## src/rtl/core_pkg.sv

```systemverilog
// Shared RV32 decode definitions: opcodes, immediate formats, datapath width.
package core_pkg;

  localparam int unsigned XLEN = 32;

  typedef enum logic [6:0] {
    LUI    = 7'b0110111,
    AUIPC  = 7'b0010111,
    JAL    = 7'b1101111,
    JALR   = 7'b1100111,
    BRANCH = 7'b1100011,
    LOAD   = 7'b0000011,
    STORE  = 7'b0100011,
    OP_IMM = 7'b0010011,
    OP     = 7'b0110011,
    FENCE  = 7'b0001111,
    SYSTEM = 7'b1110011
  } opcode_e;

  typedef enum logic [2:0] {
    IMM_NONE,
    IMM_I,
    IMM_S,
    IMM_B,
    IMM_U,
    IMM_J
  } imm_fmt_e;

  // Assemble the sign-extended immediate for the given encoding format.
  function automatic logic [XLEN-1:0] build_imm(imm_fmt_e fmt, logic [31:0] instr);
    case (fmt)
      IMM_I:   return {{20{instr[31]}}, instr[31:20]};
      IMM_S:   return {{20{instr[31]}}, instr[31:25], instr[11:7]};
      IMM_B:   return {{19{instr[31]}}, instr[31], instr[7], instr[30:25], instr[11:8], 1'b0};
      IMM_U:   return {instr[31:12], 12'b0};
      IMM_J:   return {{11{instr[31]}}, instr[31], instr[19:12], instr[20], instr[30:21], 1'b0};
      default: return '0;
    endcase
  endfunction

endpackage

```

## src/rtl/core_decoder.sv

```systemverilog
// Combinational RV32 instruction decoder: source usage, write enable, immediate.
module core_decoder
  import core_pkg::*;
(
  input  logic [31:0]     i_instr,
  output logic            o_rs1_used,
  output logic            o_rs2_used,
  output logic            o_wreg,
  output logic            o_is_load,
  output logic            o_illegal,
  output logic [XLEN-1:0] o_imm,
  output logic [4:0]      o_rd
);

  logic     w_writes;
  imm_fmt_e w_fmt;

  // Classify the opcode into source usage, rd write and immediate format.
  always_comb begin
    o_rs1_used = 1'b0;
    o_rs2_used = 1'b0;
    o_is_load  = 1'b0;
    o_illegal  = 1'b0;
    w_writes   = 1'b0;
    w_fmt      = IMM_NONE;
    case (i_instr[6:0])
      LUI, AUIPC: begin
        w_writes = 1'b1;
        w_fmt    = IMM_U;
      end
      JAL: begin
        w_writes = 1'b1;
        w_fmt    = IMM_J;
      end
      JALR, OP_IMM: begin
        o_rs1_used = 1'b1;
        w_writes   = 1'b1;
        w_fmt      = IMM_I;
      end
      LOAD: begin
        o_rs1_used = 1'b1;
        o_is_load  = 1'b1;
        w_writes   = 1'b1;
        w_fmt      = IMM_I;
      end
      OP: begin
        o_rs1_used = 1'b1;
        o_rs2_used = 1'b1;
        w_writes   = 1'b1;
      end
      BRANCH: begin
        o_rs1_used = 1'b1;
        o_rs2_used = 1'b1;
        w_fmt      = IMM_B;
      end
      STORE: begin
        o_rs1_used = 1'b1;
        o_rs2_used = 1'b1;
        w_fmt      = IMM_S;
      end
      FENCE, SYSTEM: begin
        w_fmt = IMM_I;
      end
      default: begin
        o_illegal = 1'b1;
      end
    endcase
  end

  assign o_rd    = i_instr[11:7];
  assign o_wreg  = w_writes & (i_instr[11:7] != 5'd0);
  assign o_imm   = build_imm(w_fmt, i_instr);

endmodule

```

## src/rtl/core_id_stage.sv

```systemverilog
// Decode / operand-read stage: bypass network, hazard stall and ID/EX register.
module core_id_stage
  import core_pkg::*;
#(
  parameter int unsigned RESET_PC_UNUSED = 0
) (
  input  logic            clk,
  input  logic            rst,
  input  logic            if_valid,
  output logic            if_ready,
  input  logic [XLEN-1:0] if_pc,
  input  logic [31:0]     if_instr,
  output logic [4:0]      rf_rs1_addr,
  output logic [4:0]      rf_rs2_addr,
  input  logic [XLEN-1:0] rf_rs1_data,
  input  logic [XLEN-1:0] rf_rs2_data,
  input  logic            ex_fwd_valid,
  input  logic [XLEN-1:0] ex_fwd_data,
  input  logic            mem_wreg,
  input  logic [4:0]      mem_rd_addr,
  input  logic            mem_fwd_valid,
  input  logic [XLEN-1:0] mem_fwd_data,
  input  logic            wb_wreg,
  input  logic [4:0]      wb_rd_addr,
  input  logic [XLEN-1:0] wb_rd_data,
  input  logic            flush,
  output logic            ex_valid,
  input  logic            ex_ready,
  output logic [XLEN-1:0] ex_pc,
  output logic [31:0]     ex_instr,
  output logic [XLEN-1:0] ex_rs1_data,
  output logic [XLEN-1:0] ex_rs2_data,
  output logic [XLEN-1:0] ex_imm,
  output logic [4:0]      ex_rd_addr,
  output logic            ex_wreg,
  output logic            ex_is_load,
  output logic            ex_illegal
);

  localparam logic [XLEN-1:0] LP_PC_RST = 32'(RESET_PC_UNUSED);

  logic            w_rs1_used, w_rs2_used, w_wreg, w_is_load, w_illegal;
  logic [XLEN-1:0] w_imm;
  logic [4:0]      w_rd;

  logic [1:0][4:0]      w_src_addr;
  logic [1:0]           w_src_used;
  logic [1:0][XLEN-1:0] w_src_rf;
  logic [1:0][XLEN-1:0] w_src_data;
  logic [1:0]           w_src_stall;
  logic                 w_stall, w_advance, w_capture;

  logic            r_valid;
  logic [XLEN-1:0] r_pc;
  logic [31:0]     r_instr;
  logic [XLEN-1:0] r_rs1_data, r_rs2_data, r_imm;
  logic [4:0]      r_rd_addr;
  logic            r_wreg, r_is_load, r_illegal;

  core_decoder u_dec (
    .i_instr    (if_instr),
    .o_rs1_used (w_rs1_used),
    .o_rs2_used (w_rs2_used),
    .o_wreg     (w_wreg),
    .o_is_load  (w_is_load),
    .o_illegal  (w_illegal),
    .o_imm      (w_imm),
    .o_rd       (w_rd)
  );

  assign rf_rs1_addr = if_instr[19:15];
  assign rf_rs2_addr = if_instr[24:20];

  assign w_src_addr = {rf_rs2_addr, rf_rs1_addr};
  assign w_src_used = {w_rs2_used, w_rs1_used};
  assign w_src_rf   = {rf_rs2_data, rf_rs1_data};

  // Per source: first matching producer wins; an unavailable EX/MEM match
  // stalls and is never bypassed by a lower-priority match.
  always_comb begin
    for (int unsigned s = 0; s < 2; s++) begin
      w_src_data[s]  = '0;
      w_src_stall[s] = 1'b0;
      if (w_src_addr[s] != 5'd0) begin
        if (r_valid && r_wreg && (r_rd_addr == w_src_addr[s])) begin
          w_src_data[s]  = ex_fwd_data;
          w_src_stall[s] = w_src_used[s] & ~ex_fwd_valid;
        end else if (mem_wreg && (mem_rd_addr == w_src_addr[s])) begin
          w_src_data[s]  = mem_fwd_data;
          w_src_stall[s] = w_src_used[s] & ~mem_fwd_valid;
        end else if (wb_wreg && (wb_rd_addr == w_src_addr[s])) begin
          w_src_data[s] = wb_rd_data;
        end else begin
          w_src_data[s] = w_src_rf[s];
        end
      end
    end
  end

  assign w_stall   = |w_src_stall;
  assign w_advance = ~r_valid | ex_ready;
  assign if_ready  = flush | (w_advance & ~w_stall);
  assign w_capture = if_valid & if_ready & ~flush;

  // ID/EX register: flush kills, capture loads, otherwise drain to a bubble.
  always_ff @(posedge clk or posedge rst) begin
    if (rst) begin
      r_valid    <= 1'b0;
      r_pc       <= LP_PC_RST;
      r_instr    <= '0;
      r_rs1_data <= '0;
      r_rs2_data <= '0;
      r_imm      <= '0;
      r_rd_addr  <= '0;
      r_wreg     <= 1'b0;
      r_is_load  <= 1'b0;
      r_illegal  <= 1'b0;
    end else if (flush) begin
      r_valid <= 1'b0;
    end else if (w_capture) begin
      r_valid    <= 1'b1;
      r_pc       <= if_pc;
      r_instr    <= if_instr;
      r_rs1_data <= w_src_data[0];
      r_rs2_data <= w_src_data[1];
      r_imm      <= w_imm;
      r_rd_addr  <= w_rd;
      r_wreg     <= w_wreg;
      r_is_load  <= w_is_load;
      r_illegal  <= w_illegal;
    end else if (w_advance) begin
      r_valid <= 1'b0;
    end
  end

  assign ex_valid    = r_valid;
  assign ex_pc       = r_pc;
  assign ex_instr    = r_instr;
  assign ex_rs1_data = r_rs1_data;
  assign ex_rs2_data = r_rs2_data;
  assign ex_imm      = r_imm;
  assign ex_rd_addr  = r_rd_addr;
  assign ex_wreg     = r_wreg;
  assign ex_is_load  = r_is_load;
  assign ex_illegal  = r_illegal;

endmodule

```

## config.mk

```make
export PLATFORM = sky130hd
export DESIGN_NAME = core_id_stage
export DESIGN_NICKNAME = d
export VERILOG_FILES = /design/src/rtl/core_pkg.sv /design/src/rtl/core_decoder.sv /design/src/rtl/core_id_stage.sv
export SDC_FILE = /design/constraint.sdc
export NUM_CORES = 1
export LEC_CHECK = 0
export BUFFER_PORTS_ARGS = -buffer_cell sky130_fd_sc_hd__buf_4
export CORE_MARGIN = 3
export CORE_UTILIZATION = 25
export CTS_CLUSTER_SIZE = 40
export DETAILED_ROUTE_END_ITERATION = 6
export GPL_TIMING_DRIVEN = 1
export SETUP_SLACK_MARGIN = 0.3
export SLEW_MARGIN = 20
export SYNTH_ARGS = -nofsm -noshare
export SYNTH_HDL_FRONTEND = slang
export SYNTH_SLANG_ARGS = --single-unit
```

## constraint.sdc

```tcl
create_clock -name clk -period 13.2 [get_ports clk]
set_input_delay 2.64 -clock clk [delete_from_list [all_inputs] [get_ports clk]]
set_output_delay 2.64 -clock clk [all_outputs]
set_load 0.005 [all_outputs]
```

# Word-level counts from Yosys, hierarchy flattened
# Index checks and enable logic that the tools add are counted.
[op_classes]
reduce_logical = 19
n_eq_ne = 22
n_mux = 24
bitwise_logic = 15
[ops]
columns = ["operator", "count"]
rows = [
  ["32-bit two-way mux", 8],
  ["32-bit one-hot mux with 5 select lines", 1],
  ["5-bit == test", 6],
  ["7-bit == test (second input constant)", 4],
  ["7-bit by 6-bit == test with 1-bit output (second input constant)", 3],
  ["3-bit one-hot mux with 5 select lines", 1],
  ["5-bit nonzero test", 3],
  ["7-bit by 5-bit == test with 1-bit output (second input constant)", 2],
  ["1-bit two-way mux", 14],
  ["11-bit OR reduction", 1],
  ["1-bit bitwise AND", 8],
  ["7-bit by 2-bit == test with 1-bit output (second input constant)", 1],
  ["7-bit by 4-bit == test with 1-bit output (second input constant)", 1],
  ["1-bit logical AND", 7],
  ["7-bit OR reduction", 1],
  ["3-bit by 2-bit == test with 1-bit output (second input constant)", 2],
  ["3-bit == test (second input constant)", 2],
  ["6-bit OR reduction", 1],
  ["1-bit NOT", 5],
  ["5-bit OR reduction", 1],
  ["2-bit OR reduction", 2],
  ["3-bit by 1-bit == test with 1-bit output (second input constant)", 1],
  ["3-bit nonzero test", 1],
  ["3-bit OR reduction", 1],
  ["2 further kinds", 3],
]
[word_totals]
inputBits = 243
ff_bits = 169
out_inout_bits = 180
elab_cells = 90

# Longest topological paths before layout
# Gate-level depths: netlist of the first run.
[depth]
word_depth = 15
depth_mapped = 12
depth_no_buf = 7

# Cells and area by module
# From an unflattened synthesis of the first run, not the netlist that was laid out.
[hier_totals]
hier_cells = 980
area_unflattened_um2 = 9660.5
[by_module_without_submodules]
columns = ["module", "area_each_um2", "seq_area_each_um2", "instances", "cells_each"]
rows = [
  ["core_id_stage", 8877.3, 4229.1, 1, 863],
  ["core_decoder", 783.3, 0.0, 1, 117],
]

# Worst setup path after synthesis of the first run
# OpenSTA, ideal clock, no wires.
[synth_timing]
path_type = "input to output"
startpoint = "input if_instr[16]"
endpoint = "output if_ready"
arrival_ps = 4155
slack_ps = 6405
path_buffers = 2
path_stages = 8
required_time_ps = 10560
cell_sequence = "buf_2 xnor2_1 nand2_1 or4b_1 clkbuf_1 mux2i_2 a21oi_1 a21o_1"
[synth_via]
elab_chain_cells = 9
word_cells_on_any_way = 12
cone_classes = "2 x eq/ne; 3 x mux; 3 x bitwise; 4 x reduce/logical"
[synth_lines]
columns = ["item", "line", "rtl"]
rows = [
  ["from (decl)", "core_id_stage.sv:12", "input logic [31:0] if_instr,"],
  ["5-bit == test", "core_id_stage.sv:88", "end else if (mem_wreg && (mem_rd_addr == w_src_addr[s])) begin"],
  ["1-bit logical AND", "core_id_stage.sv:88", ""],
  ["1-bit two-way mux", "core_id_stage.sv:88", ""],
  ["1-bit two-way mux", "core_id_stage.sv:85", "if (r_valid && r_wreg && (r_rd_addr == w_src_addr[s])) begin"],
  ["1-bit two-way mux (*)", "core_id_stage.sv:84", "if (w_src_addr[s] != 5'd0) begin"],
  ["2-bit OR reduction (*)", "core_id_stage.sv:100", "assign w_stall = |w_src_stall;"],
  ["1-bit NOT (*)", "core_id_stage.sv:102", "assign if_ready = flush | (w_advance & ~w_stall);"],
  ["1-bit bitwise AND (*)", "core_id_stage.sv:102", ""],
  ["1-bit bitwise OR (*)", "core_id_stage.sv:102", ""],
  ["to (decl)", "core_id_stage.sv:10", "output logic if_ready,"],
]
# Every way passes the cells marked *; elsewhere a longest branch is shown, timed or not.

# Worst setup path in the final report of the first run
[layout_timing]
startpoint = "input if_instr[21]"
endpoint = "output if_ready"
# The elaborated chain is that of the path after synthesis.

==> results of run 1 <==
==> flip-flops by register name, summed over array words and instances, names as in the netlist <==
| signal | flops |
|---|---|
| ex_imm | 32 |
| ex_pc | 32 |
| ex_wreg | 1 |
| ex_is_load | 1 |
| ex_valid | 1 |
| ex_rs1_data | 32 |
| ex_rs2_data | 32 |
| ex_illegal | 1 |
| ex_instr | 32 |
==> worst max-delay path, stage by stage <==
cell and delay (ns):
sky130_fd_sc_hd__buf_4 0.16, sky130_fd_sc_hd__xnor2_1 0.16, sky130_fd_sc_hd__nand4_1 0.20, sky130_fd_sc_hd__or3_1 0.39
sky130_fd_sc_hd__a211oi_1 0.59, sky130_fd_sc_hd__a21oi_1 0.13, sky130_fd_sc_hd__a21o_1 0.21, sky130_fd_sc_hd__buf_4 0.15
==> cell type report <==
| cell class | instances | area [um2] | share of cell area (%) |
|---|---|---|---|
| antenna | 1 | 2.502 | 0.01944 |
| clock buffer | 21 | 480.5 | 3.733 |
| sequential | 164 | 4104 | 31.88 |
| multi-input combinational | 866 | 4293 | 33.35 |
| inverter | 3 | 16.27 | 0.1264 |
| timing repair buffer | 438 | 3292 | 25.57 |
| tap | 455 | 569.3 | 4.423 |
| clock inverter | 11 | 115.1 | 0.8942 |
==> cells by family (layout without fill, tap and decap cells) <==
family	Yosys count	count (layout)	share of synthesized area, %
other cells	0	1	0
compound gates	323	323	21.41
mux	2	2	0.2638
buf+inv	117	473	7.304
xor+xnor	31	31	3.013
flops	164	164	45.55
simple gates	510	510	22.46
==> cells in the final DEF, fill, tap and decap left out, drive strengths merged, types with 4 or more instances in the layout <==
cell type    n
a21oi       83
a31oi       80
buf        438
clkbuf      21
clkinv       4
dfrtp      164
inv          8
nand2      430
nand3       21
nor2        29
nor3         5
o21ai       80
o31ai       65
or4          4
xnor2       11
xor2        20
==> per-stage QoR <==
step	total power (uW)	instance area, um2	utilization, %	hold WS [ns]
finish	1486	12870	36.72	0.4736
global route	1572	12870	36.71	0.5021
CTS	1509	12870	36.70	0.4763
detailed placement	993.4	12270	35.00	0.4612
global placement	988.2	12270	35.00	0.4534
floorplan	765.6	9010	-	0.4599
==> metal layers <==
layer | vias up | global-route usage [%]
met2 | 470 | 31.63
met4 | 8 | 8.582
met5 | - | 0
li1 | 4595 | -
met1 | 4607 | 22.99
met3 | 77 | 6.680
==> final timing paths <==
check	slack, ns	end	startpoint	cells after the start
worst max-delay path	5.92	if_ready	if_instr[21]	8
worst min-delay path	0.47	ex_imm[6]$_DFFE_PP0P_	ex_imm[6]$_DFFE_PP0P_	2
worst max register to register	9.69	ex_imm[31]$_DFFE_PP0P_	ex_instr[11]$_DFFE_PP0P_	8
worst min register to register	0.47	ex_imm[6]$_DFFE_PP0P_	ex_imm[6]$_DFFE_PP0P_	2
max in group asynchronous	9.35	ex_rs1_data[7]$_DFFE_PP0P_	rst	3
min in group asynchronous	2.37	ex_instr[21]$_DFFE_PP0P_	rst	2
==> power by group through the flow <==
stage	Combinational [uW]	Clock (uW)	Sequential, uW
3_5_place_dp	366	0	627
6_report	361	506	619
4_1_cts	366	523	619
5_1_grt	399	545	628
3_3_place_gp	363	0	625
2_1_floorplan	140	0	626
==> results by stage, run 1 <==
Status:
- The flow ran to the end, and the final reports show no timing, DRC or antenna violations.

Job:
- The tool flagged a number of max-cap violations equal to 0.

Timing:
- The setup slack after layout is 5.922 ns.
- The final-report hold violation count is 0.
- Setup repair after global routing left no endpoint under its margin.
- The post-layout minimum cycle time is 7.278 ns.
- The share of the clock period used by the worst path is 55.13%.
- Timing would allow up to 137.4 MHz.
- The total count of max-transition violations in the final report is 0.
- At the pin with the least slew margin, the transition time is 0.9586 ns.
- Setup violations remaining at the end of the flow were counted as 0.
- The worst pin sits at a relative slew slack of 36.10%.
- The setup TNS is 0 ns.
- The worst clock skew is 0.01252 ns.

Logic synthesis:
- The dominant cell by count in the synthesized netlist is sky130_fd_sc_hd__nand2_1.
- The post-synthesis cell count is 1147.
- The share of the synthesized area in the top cell type is 45.55%.
- The number of enable-type register cells in the synthesized netlist is 0.
- The commonest cells after synthesis are sky130_fd_sc_hd__nand2_1 (430), sky130_fd_sc_hd__dfrtp_1 (164), sky130_fd_sc_hd__a21oi_1 (83).
- The number of synthesized register bits is 164.
- The most used flip-flop cell after synthesis is sky130_fd_sc_hd__dfrtp_1.
- Counting flops with an async set or reset pin after synthesis yields a share of 100.0%.
- In this run, distinct cell masters in the synthesized netlist total 46.
- Yosys attributes the largest share of cell area to sky130_fd_sc_hd__dfrtp_1 (46%), sky130_fd_sc_hd__nand2_1 (18%), sky130_fd_sc_hd__a31oi_1 (5.6%).
- After synthesis the cells add up to 0.009010 mm2.
- For this run, the number of Yosys warnings is 0.
- Each instance of the synthesized netlist takes up on average 7.855 um2.
- Counting every net in the synthesized netlist gives 1390.
- The cell taking the most area after synthesis is sky130_fd_sc_hd__dfrtp_1.
- The sequential fraction of the synthesis area is 45.55%.

Power and ir drop:
- For this design the total switching power over the nets is 439.4 uW.
- The proportion of power drawn by combinational gates is 24.3%.
- The switching power as a share of total power is 29.57%.
- For this design the static power due to leakage is 0.006328 uW.
- The share of total power dissipated in sequential elements is 41.6%.
- The clock network burns 34.1% of the power.
- Internal power comes to 1046 uW.
- In this run the power density over the cells is 115.4 mW/mm2.
- IR analysis of the VDD net gives a maximum drop of 0.08744 mV.

Floorplanning:
- The die is 195.8 um tall.
- The effective utilization at floorplan is 25.70%.
- The floorplan core area is 0.03505 mm2.
- 423 I/O pins were placed.
- The initialized floorplan defines 68 standard-cell rows.
- The die extent in x is 195.8 um.
- The floorplan step defined a die boundary enclosing 0.03835 mm2.

Clock network:
- Clock latency on the worst-skew pair, taken at its later pin, is 0.45 ns.
- After clock tree synthesis, the setup repair step added 0 buffers.
- The H-tree was split into 4 levels.
- The maximum count of clock buffers along a single path is 2.
- After clock tree synthesis, the clock-pin slew on the worst setup and hold paths is 0.07 ns.
- In this run, CTS created clock tree buffers numbering 17.
- Post-CTS repair changed the size of 0 cells.
- The root buffer cell is sky130_fd_sc_hd__clkbuf_16.
- The number of clock sinks is 164.
- The number of buffers added to fix hold violations after cts is 0.
- TritonCTS built the clock tree.

Detailed routing:
- Across all layers, the routed design uses 9757 vias.
- The detailed-route vias per instance is 4.981.
- The total met3 wirelength after detailed routing is 3470 um.
- The first-pass detailed-route iteration total is 6.
- The uppermost metal layer occupied by signal nets is met5.
- Detailed routing placed a total of 17870 um of wire on met2.
- The routed length on met1 is 15100 um.
- The first routing iteration left 528 violations.
- After detailed routing, the average wire length per cell comes to 19.42 um.
- The count of antenna-violating nets left after detailed routing is 0.
- The remaining routing DRC violations is 0.
- For this block, the routed nets add up to 38040 um of wire.

Layout:
- The final cell count without fillers is 1959.
- At the end of the flow, the number of nets in the layout was 1733.
- The count of filler cells inserted in the layout is 3679.
- The area growth from synthesis to layout is 42.87%.
- The fraction of layout instances using a drive strength above 1 is 32.20%.

Global route:
- Global routing used 19.32% of the available tracks.
- The pin count of the biggest net entering global routing is 115.
- The total congestion overflow is 0.
- The number of global-route vias before repair is 9839.
- The global-route wire length before repair is 57440 um.
- The number of antenna violations at the first check in global routing is 5.

Setup path:
- Data arrives at the worst endpoint at 4.64 ns.
- The category of the worst setup path capture point is an output pin.
- At the worst endpoint, the required time is 10.56 ns.
- STA classifies the critical path startpoint as an input pin.
- The startpoint-to-endpoint class of the critical path is input pin to output pin.
- The biggest fanout along the worst timing path is 8.

Placement:
- The worst setup slack after placement is 5.942 ns.
- The count of input and output buffers is 422.
- The cell count after placement is 1926.
- The congestion estimate from routability-driven global placement came to 0.8837.
- The HPWL after detailed placement is 28200 um.

Min path:
- In this run the worst hold path is classified as flop to flop.
(Power assumes the default switching activity.)
==> run 2: changes to the inputs <==
--- a/config.mk
+++ b/config.mk
@@ -5,6 +5,7 @@
 export SDC_FILE = /design/constraint.sdc
 export NUM_CORES = 1
 export LEC_CHECK = 0
+export ABC_AREA = 1
 export BUFFER_PORTS_ARGS = -buffer_cell sky130_fd_sc_hd__buf_4
 export CORE_MARGIN = 3
 export CORE_UTILIZATION = 25
==> constraint.sdc (replaced) <==
create_clock -name clk -period 7.4 [get_ports clk]
set_input_delay 1.48 -clock clk [delete_from_list [all_inputs] [get_ports clk]]
set_output_delay 1.48 -clock clk [all_outputs]
set_load 0.005 [all_outputs]
==> results by stage, run 2 <==
Status:
- The flow ran to the end, and the final reports show no timing, DRC or antenna violations.

Timing:
- Setup repair after global routing left no endpoint under its margin.
- At the pin with the least slew margin, the transition time is 1.119 ns.
- The worst hold slack is 0.4715 ns.
- Static timing analysis puts the maximum clock frequency at 205.8 MHz.
- The post-layout minimum cycle time is 4.859 ns.
- The total count of max-transition violations in the final report is 0.
- In the final timing run, aggregate negative setup slack is 0 ns.
- The final-report hold violation count was 0.
- The setup-violating endpoint count in the final report is 0.
- The share of the clock period used by the worst path is 65.67%.
- The setup slack after layout is 2.541 ns.
- The clock arrives with 0.01666 ns of skew.
- Measured against its own limit, the worst slew margin works out to 25.40%.

Logic synthesis:
- The synthesized design spends more area on one cell type than any other, namely sky130_fd_sc_hd__dfrtp_1.
- The dominant cell by count in the synthesized netlist is sky130_fd_sc_hd__nand2_1.
- In this run, distinct cell masters in the synthesized netlist total 22.
- The post-synthesis cell count is 1772.
- When the netlist entered floorplanning its net count stood at 2015.
- The sequential fraction of the synthesis area is 37.30%.
- After synthesis the cells add up to 0.01100 mm2.
- The total of warnings raised by yosys is 0.
- The number of enable-type register cells in the synthesized netlist is 0.
- Ranked by total cell area, the synthesized netlist is headed by sky130_fd_sc_hd__dfrtp_1 (37%), sky130_fd_sc_hd__nand2_1 (22%), sky130_fd_sc_hd__nand3_1 (14%).
- Sorting the synthesized cells by how often they occur yields sky130_fd_sc_hd__nand2_1 (640), sky130_fd_sc_hd__nand3_1 (317), sky130_fd_sc_hd__nor2_1 (165).
- The share of async-settable or async-resettable flops after synthesis is 100.0%.
- A synthesized cell averages 6.209 um2.
- After synthesis the netlist holds a flip-flop and latch count of 164.
- In the synthesized netlist the dominant register cell turns out to be sky130_fd_sc_hd__dfrtp_1.
- The share of synthesized area in the top cell type comes to 37.30%.

Placement:
- Detailed placement ended at an HPWL of 34540 um.
- The count of input and output buffers is 422.
- At the end of routability-driven placement, the weighted congestion stood at 0.8735.
- The worst setup slack after placement is 2.319 ns.

Layout:
- The most frequent standard cell in the layout excluding fill and tap cells is sky130_fd_sc_hd__nand2_1.
- The end-of-flow core utilization is 34.80%.
- The number of antenna diodes in the final layout is 0.
- The fraction of layout instances using a drive strength above 1 is 24.28%.
- The filler cells instantiated in the layout total 4732.
- After the last flow step, the layout net total stands at 2339.
- The area growth from synthesis to layout is 36.83%.
- In the layout the commonest cells are sky130_fd_sc_hd__nand2_1 (640), sky130_fd_sc_hd__buf_4 (441), sky130_fd_sc_hd__nand3_1 (314).

Detailed routing:
- For this run, design rule violations remaining after detail routing come to 0.
- Wires add up to 50000 um.
- Using the TritonRoute via totals, the vias-per-cell ratio works out to 4.837.
- After detailed routing, the average wire length per cell comes to 18.56 um.
- For this block, the initial DRC count from the detailed router was 1289.
- The via count of the routed design is 13030.
- The count of antenna-violating nets left after detailed routing is 0.
- The first TritonRoute pass finished after 6 iterations.

Clock network:
- The number of hold buffers added after CTS was 0.
- The tree built by TritonCTS fans out to 164 sinks.
- The buffer count from post-CTS setup fixing is 0.
- The latest clock arrival within the worst-skew pair is 0.48 ns.
- Counting along the longest clock path gives a buffer depth of 2.
- TritonCTS built the clock tree.
- The H-tree was split into 4 levels.
- The clock-pin slew on the worst setup and hold paths is 0.07 ns.
- The number of instances resized during post-cts repair is 0.
- The CTS buffer count is 17.
- The root buffer cell is sky130_fd_sc_hd__clkbuf_16.

Floorplanning:
- The effective utilization at floorplan is 25.43%.
- The die covers 0.04657 mm2.
- In this run the vertical extent of the chip is 215.8 um.
- 423 I/O pins were placed.
- The die extent in x is 215.8 um.
- Row generation in the floorplan step produced 76 rows.
- The floorplan core area is 0.04327 mm2.

Power and ir drop:
- The total leakage power is 0.008715 uW.
- For this design the ratio of total power to cell area is 185.9 mW/mm2.
- The highest ir drop seen on vdd is 0.1115 mV.

Global route:
- The total congestion overflow is 0.
- The number of antenna violations at the first check in global routing was 0.
- Entering global routing, the biggest net connects 102 pins.
- The global-route wire length before repair is 75690 um.
- The total routing usage reported by global routing is 20.96%.
- The number of global-route vias before repair is 12580.

Min path:
- The worst hold path belongs to the class flop to flop.
- The sink of the worst hold path is ex_pc[10]$_DFFE_PP0P_.
- Along the worst hold path, the cell count comes to 2.
- In this run the most critical hold path is launched from ex_pc[10]$_DFFE_PP0P_.

Setup path:
- The category of the worst setup path capture point is an output pin.
- The worst reg2reg path depth is 14.
- In this run the worst path has a maximum fanout of 65.
- The startpoint identified for the worst register-to-register timing path is ex_instr[11]$_DFFE_PP0P_.
- At the worst endpoint, the required time is 5.92 ns.
- The setup slack on the worst flop-to-flop path is 3.42 ns.
- STA puts the critical path data arrival time at 3.38 ns.
- In this run the critical register-to-register path is captured at ex_rs2_data[6]$_DFFE_PP0P_.
- STA classifies the critical path startpoint as an input pin.
- The startpoint-to-endpoint class of the critical path is input pin to output pin.

Job:
- Across the run, the number of max-cap violations was 0.
-- run 2: final cells by class --
cell class | count | area [um2] | area share, %
clock buffer | 17 | 425.4 | 2.826
clock inverter | 15 | 187.7 | 1.247
inverter | 214 | 808.3 | 5.369
multi-input combinational | 1258 | 5488 | 36.45
sequential | 164 | 4104 | 27.26
tap | 585 | 732.0 | 4.862
timing repair buffer | 441 | 3311 | 21.99
-- run 2: worst max path at each step --
| stage | depth (start not counted) | slack (ns) | startpoint | end |
|---|---|---|---|---|
| finish | 13 | 2.54 | if_instr[15] | if_ready |
| global route | 13 | 2.44 | if_instr[19] | if_ready |
| CTS | 11 | 2.55 | if_instr[16] | if_ready |
| detailed placement | 15 | 2.32 | if_instr[17] | ex_rs1_data[24]$_DFFE_PP0P_ |
| global placement | 15 | 2.42 | if_instr[19] | ex_rs2_data[1]$_DFFE_PP0P_ |
| floorplan | 1 | 1.49 | rst | ex_illegal$_DFFE_PP0P_ |
-- run 2: kinds of logic after synthesis --
family	share of synthesized area [%]
AOI/OAI and AO/OA	2.149
xor gates and xnor gates	0.07961
buffers and inverters	13.49
DFF	37.30
and+or+nand+nor	46.99
-- run 2: critical path, stage by stage --
cell	delay (ns)
sky130_fd_sc_hd__buf_4	0.14
sky130_fd_sc_hd__inv_2	0.06
sky130_fd_sc_hd__nand2_1	0.05
sky130_fd_sc_hd__nand2_1	0.05
sky130_fd_sc_hd__nor2_1	0.19
sky130_fd_sc_hd__nand3_2	0.11
sky130_fd_sc_hd__buf_4	0.34
sky130_fd_sc_hd__nand2_1	0.21
sky130_fd_sc_hd__inv_1	0.06
sky130_fd_sc_hd__nor2_1	0.18
sky130_fd_sc_hd__nor2_4	0.07
sky130_fd_sc_hd__or2_2	0.28
sky130_fd_sc_hd__buf_4	0.14
-- run 2: stage by stage --
| stage | cell area [um2] | total power [uW] | cells |
|---|---|---|---|
| 6_report | 15060 | 2799 | 2694 |
| 5_1_grt | 15060 | 2960 | 2694 |
| 3_5_place_dp | 14440 | 1868 | 2662 |
| 4_1_cts | 15060 | 2847 | 2694 |
| 3_3_place_gp | 14440 | 1864 | 2662 |
| 2_1_floorplan | 11000 | 1421 | 1772 |
-- run 2: routing by layer --
| metal | vias up | global-route usage [%] | share of wire (%) |
|---|---|---|---|
| met2 | 712 | 33.15 | 46 |
| li1 | 6187 | - | - |
| met4 | 0 | 6.808 | 2.2 |
| met1 | 6045 | 27.84 | 43 |
| met5 | - | 0 | 0 |
| met3 | 86 | 5.660 | 8.9 |
-- run 2: power by group --
| group | total (uW) | leakage (uW) | internal (uW) | switching, uW |
|---|---|---|---|---|
| Clock | 949 | 0.000297 | 485 | 464 |
| Combinational | 743 | 0.00633 | 346 | 397 |
| Sequential | 1110 | 0.00208 | 1020 | 90.1 |
| Total | 2800 | 0.00872 | 1850 | 951 |
==> run 3: changes to the inputs <==
==> constraint.sdc (replaced) <==
create_clock -name clk -period 4.09 [get_ports clk]
set_input_delay 0.818 -clock clk [delete_from_list [all_inputs] [get_ports clk]]
set_output_delay 0.818 -clock clk [all_outputs]
set_load 0.005 [all_outputs]
==> results by stage, run 3 (synthesis results as in run 2) <==
Setup path:
- The startpoint-to-endpoint class of the critical path is flop to output pin.
- The worst setup path is captured at an output pin.
- The worst setup path startpoint is ex_instr[11]$_DFFE_PP0P_.
- The type of origin of the critical path is a flop.
- Along the worst path, the maximum fanout reaches 6.
- The worst register-to-register path begins at ex_instr[11]$_DFFE_PP0P_.
- For the worst setup path, the data arrival time is 2.41 ns.
- The required arrival time at the worst endpoint is 3.27 ns.

Global route:
- The global-route wire length before repair is 76330 um.
- In the global route stage, met3 resource usage came out at 5.759%.
- After global routing the overflow that remains totals 0.
- The layer flagged by global routing as most heavily used is met2.
- The number of global-route vias before repair came to 12750.
- The number of antenna violations at the first check in global routing is 1.
- The total routing usage reported by global routing is 21.21%.
- Global routing consumed, on the met1 layer, 27.98% of the routing resources.
- The pin count of the biggest net entering global routing is 164.
- Global routing used 32.77% of the available met2 tracks.

Status:
- The run finished with clean final reports.

Timing:
- The setup slack after layout is 0.8624 ns.
- The worst path needs 3.228 ns of the cycle, external delays included.
- The final critical path takes up 78.91% of the cycle.
- The transition time of the tightest slew-check pin is 0.9332 ns.
- The final-report hold violation count came to 0.
- The relative max-transition margin is 37.79%.
- Summed over all failing endpoints, the final setup total negative slack is 0 ns.
- The setup-violating endpoint count in the final report is 0.
- The worst clock skew is 0.01290 ns.
- The total count of max-transition violations in the final report was 0.
- Static timing analysis puts the maximum clock frequency at 309.8 MHz.
- Setup repair after global routing left no endpoint under its margin.

Clock network:
- The TritonCTS clock tree is built.
- The number of instances resized during post-cts repair is 0.
- The root buffer cell is sky130_fd_sc_hd__clkbuf_16.
- For this design, the CTS-stage hold fixing added 0 buffers.
- The clock-pin slew on the worst setup and hold paths is 0.08 ns.
- CTS built an H-tree with a depth of 4.
- The CTS buffer count is 17.
- The number of clock sinks is 164.
- The buffer count from post-CTS setup fixing is 0.
- The latest clock arrival within the worst-skew pair is 0.50 ns.
- Counting along the longest clock path gives a buffer depth of 2.

Floorplanning:
- The die extent in x is 215.8 um.
- The boundary pin count is 423.
- The initialized floorplan defines 76 standard-cell rows.
- For this configuration, the core starts out at a cell density of 25.43%.
- The die covers 0.04657 mm2.
- The height of the die is 215.8 um.
- The floorplan core area is 0.04327 mm2.

Power and ir drop:
- The power density relative to cell area is 333.6 mW/mm2.
- The analysis attributes to cell leakage a power of 0.008789 uW.
- Across the VDD grid, the largest voltage drop is 0.2136 mV.

Detailed routing:
- After the first detailed-routing iteration, the DRC count stood at 1247.
- The count of nets left with antenna violations once routing finished came out at 0.
- The average wire per cell in the routed design is 18.49 um.
- The first-pass detailed-route iteration total is 6.
- The via count of the routed design is 13020.
- After detailed routing, the number of remaining DRC violations is 0.
- The detailed-route vias per instance is 4.818.
- The routed design has 49970 um of wire.

Placement:
- The total placed instance area is 0.01458 mm2.
- Routability-driven placement finished with a final weighted congestion of 0.8908.
- After detailed placement, the design holds a cell count of 2671.
- Detailed placement finished with a half-perimeter wire length of 34690 um.
- Timing analysis after detailed placement gives a worst setup slack of 0.8785 ns.
- In this run the tool buffered the top-level ports with 422 buffer cells.

Layout:
- The final cell count without fillers is 2703.
- The fraction of layout instances using a drive strength above 1 is 24.60%.
- The number of antenna cells inserted is 0.
- The library cells used most frequently in the layout, excluding fill and tap cells, are sky130_fd_sc_hd__nand2_1 (640), sky130_fd_sc_hd__buf_4 (444), sky130_fd_sc_hd__nand3_1 (314).
- The number of nets at the end of the flow is 2348.
- The area growth from synthesis to layout is 38.13%.
- The post-route cell area is 0.01520 mm2.
- The library cell used most frequently in the layout, excluding fill and tap cells, is sky130_fd_sc_hd__nand2_1.

Job:
- The total of max-cap violations is 0.

Min path:
- The path class of the tightest hold or removal check is input pin to async pin.
-- run 3: cell count changes in the layout (fill, tap and decap cells not counted) --
cell / change
sky130_fd_sc_hd__buf_4: +3
sky130_fd_sc_hd__nor2_2: +1
sky130_fd_sc_hd__buf_12: +6
sky130_fd_sc_hd__inv_12: +1
sky130_fd_sc_hd__bufinv_16: -1
sky130_fd_sc_hd__clkinv_8: +2
sky130_fd_sc_hd__clkinv_2: -1
sky130_fd_sc_hd__nor2_4: -1
sky130_fd_sc_hd__clkinv_4: -1
-- run 3: area by class of cell --
cell class              count  area (um2)
clock buffers              17       425.4
clock inverters            15       193.9
fillers                  4720       28070
inverters                 214       807.0
multi-input cells        1258        5483
flip-flops and latches    164        4104
well taps                 585       732.0
repair buffers            450        3453
-- run 3: where the power goes --
part / switching, uW / internal, uW
clock: 876 / 835
combinational: 729 / 642
sequential: 149 / 1840
total: 1750 / 3320
-- run 3: path summary, 6_finish.rpt --
path,end,slack (ns),depth (start not counted)
setup / recovery,if_ready,0.86,11
hold / removal,ex_rs1_data[28]$_DFFE_PP0P_,0.25,2
setup reg to reg,ex_rs1_data[0]$_DFFE_PP0P_,1.45,11
hold reg to reg,ex_pc[3]$_DFFE_PP0P_,0.47,2
max in group asynchronous,ex_imm[19]$_DFFE_PP0P_,2.67,3
min in group clk,ex_pc[3]$_DFFE_PP0P_,0.47,2
-- run 3: through the flow --
stage | total power (uW) | util [%] | hold slack (ns)
3_3_place_gp | 3388 | 33.70 | 0.4548
5_1_grt | 5356 | 35.13 | 0.2246
4_1_cts | 5152 | 35.13 | 0.2028
3_5_place_dp | 3398 | 33.70 | 0.4601
6_report | 5071 | 35.13 | 0.2462
2_1_floorplan | 2572 | - | 0.4654
-- run 3: worst max-delay path, stage by stage (launching register included) --
cell	delay [ns]
sky130_fd_sc_hd__dfrtp_1	0.50
sky130_fd_sc_hd__inv_1	0.14
sky130_fd_sc_hd__nand2_1	0.08
sky130_fd_sc_hd__nand2_1	0.05
sky130_fd_sc_hd__nor2_1	0.15
sky130_fd_sc_hd__nand3_2	0.11
sky130_fd_sc_hd__nand2_1	0.16
sky130_fd_sc_hd__inv_1	0.05
sky130_fd_sc_hd__nor2_1	0.18
sky130_fd_sc_hd__nor2_4	0.08
sky130_fd_sc_hd__or2_2	0.28
sky130_fd_sc_hd__buf_4	0.14
-- run 3: layer usage --
layer | up-vias | share of wire, % | wire length [um]
li1 | 6199 | - | -
met1 | 6072 | 43 | 21300
met2 | 645 | 45 | 22600
met3 | 106 | 9.0 | 4497
met4 | 0 | 3.1 | 1568
met5 | - | 0 | 0
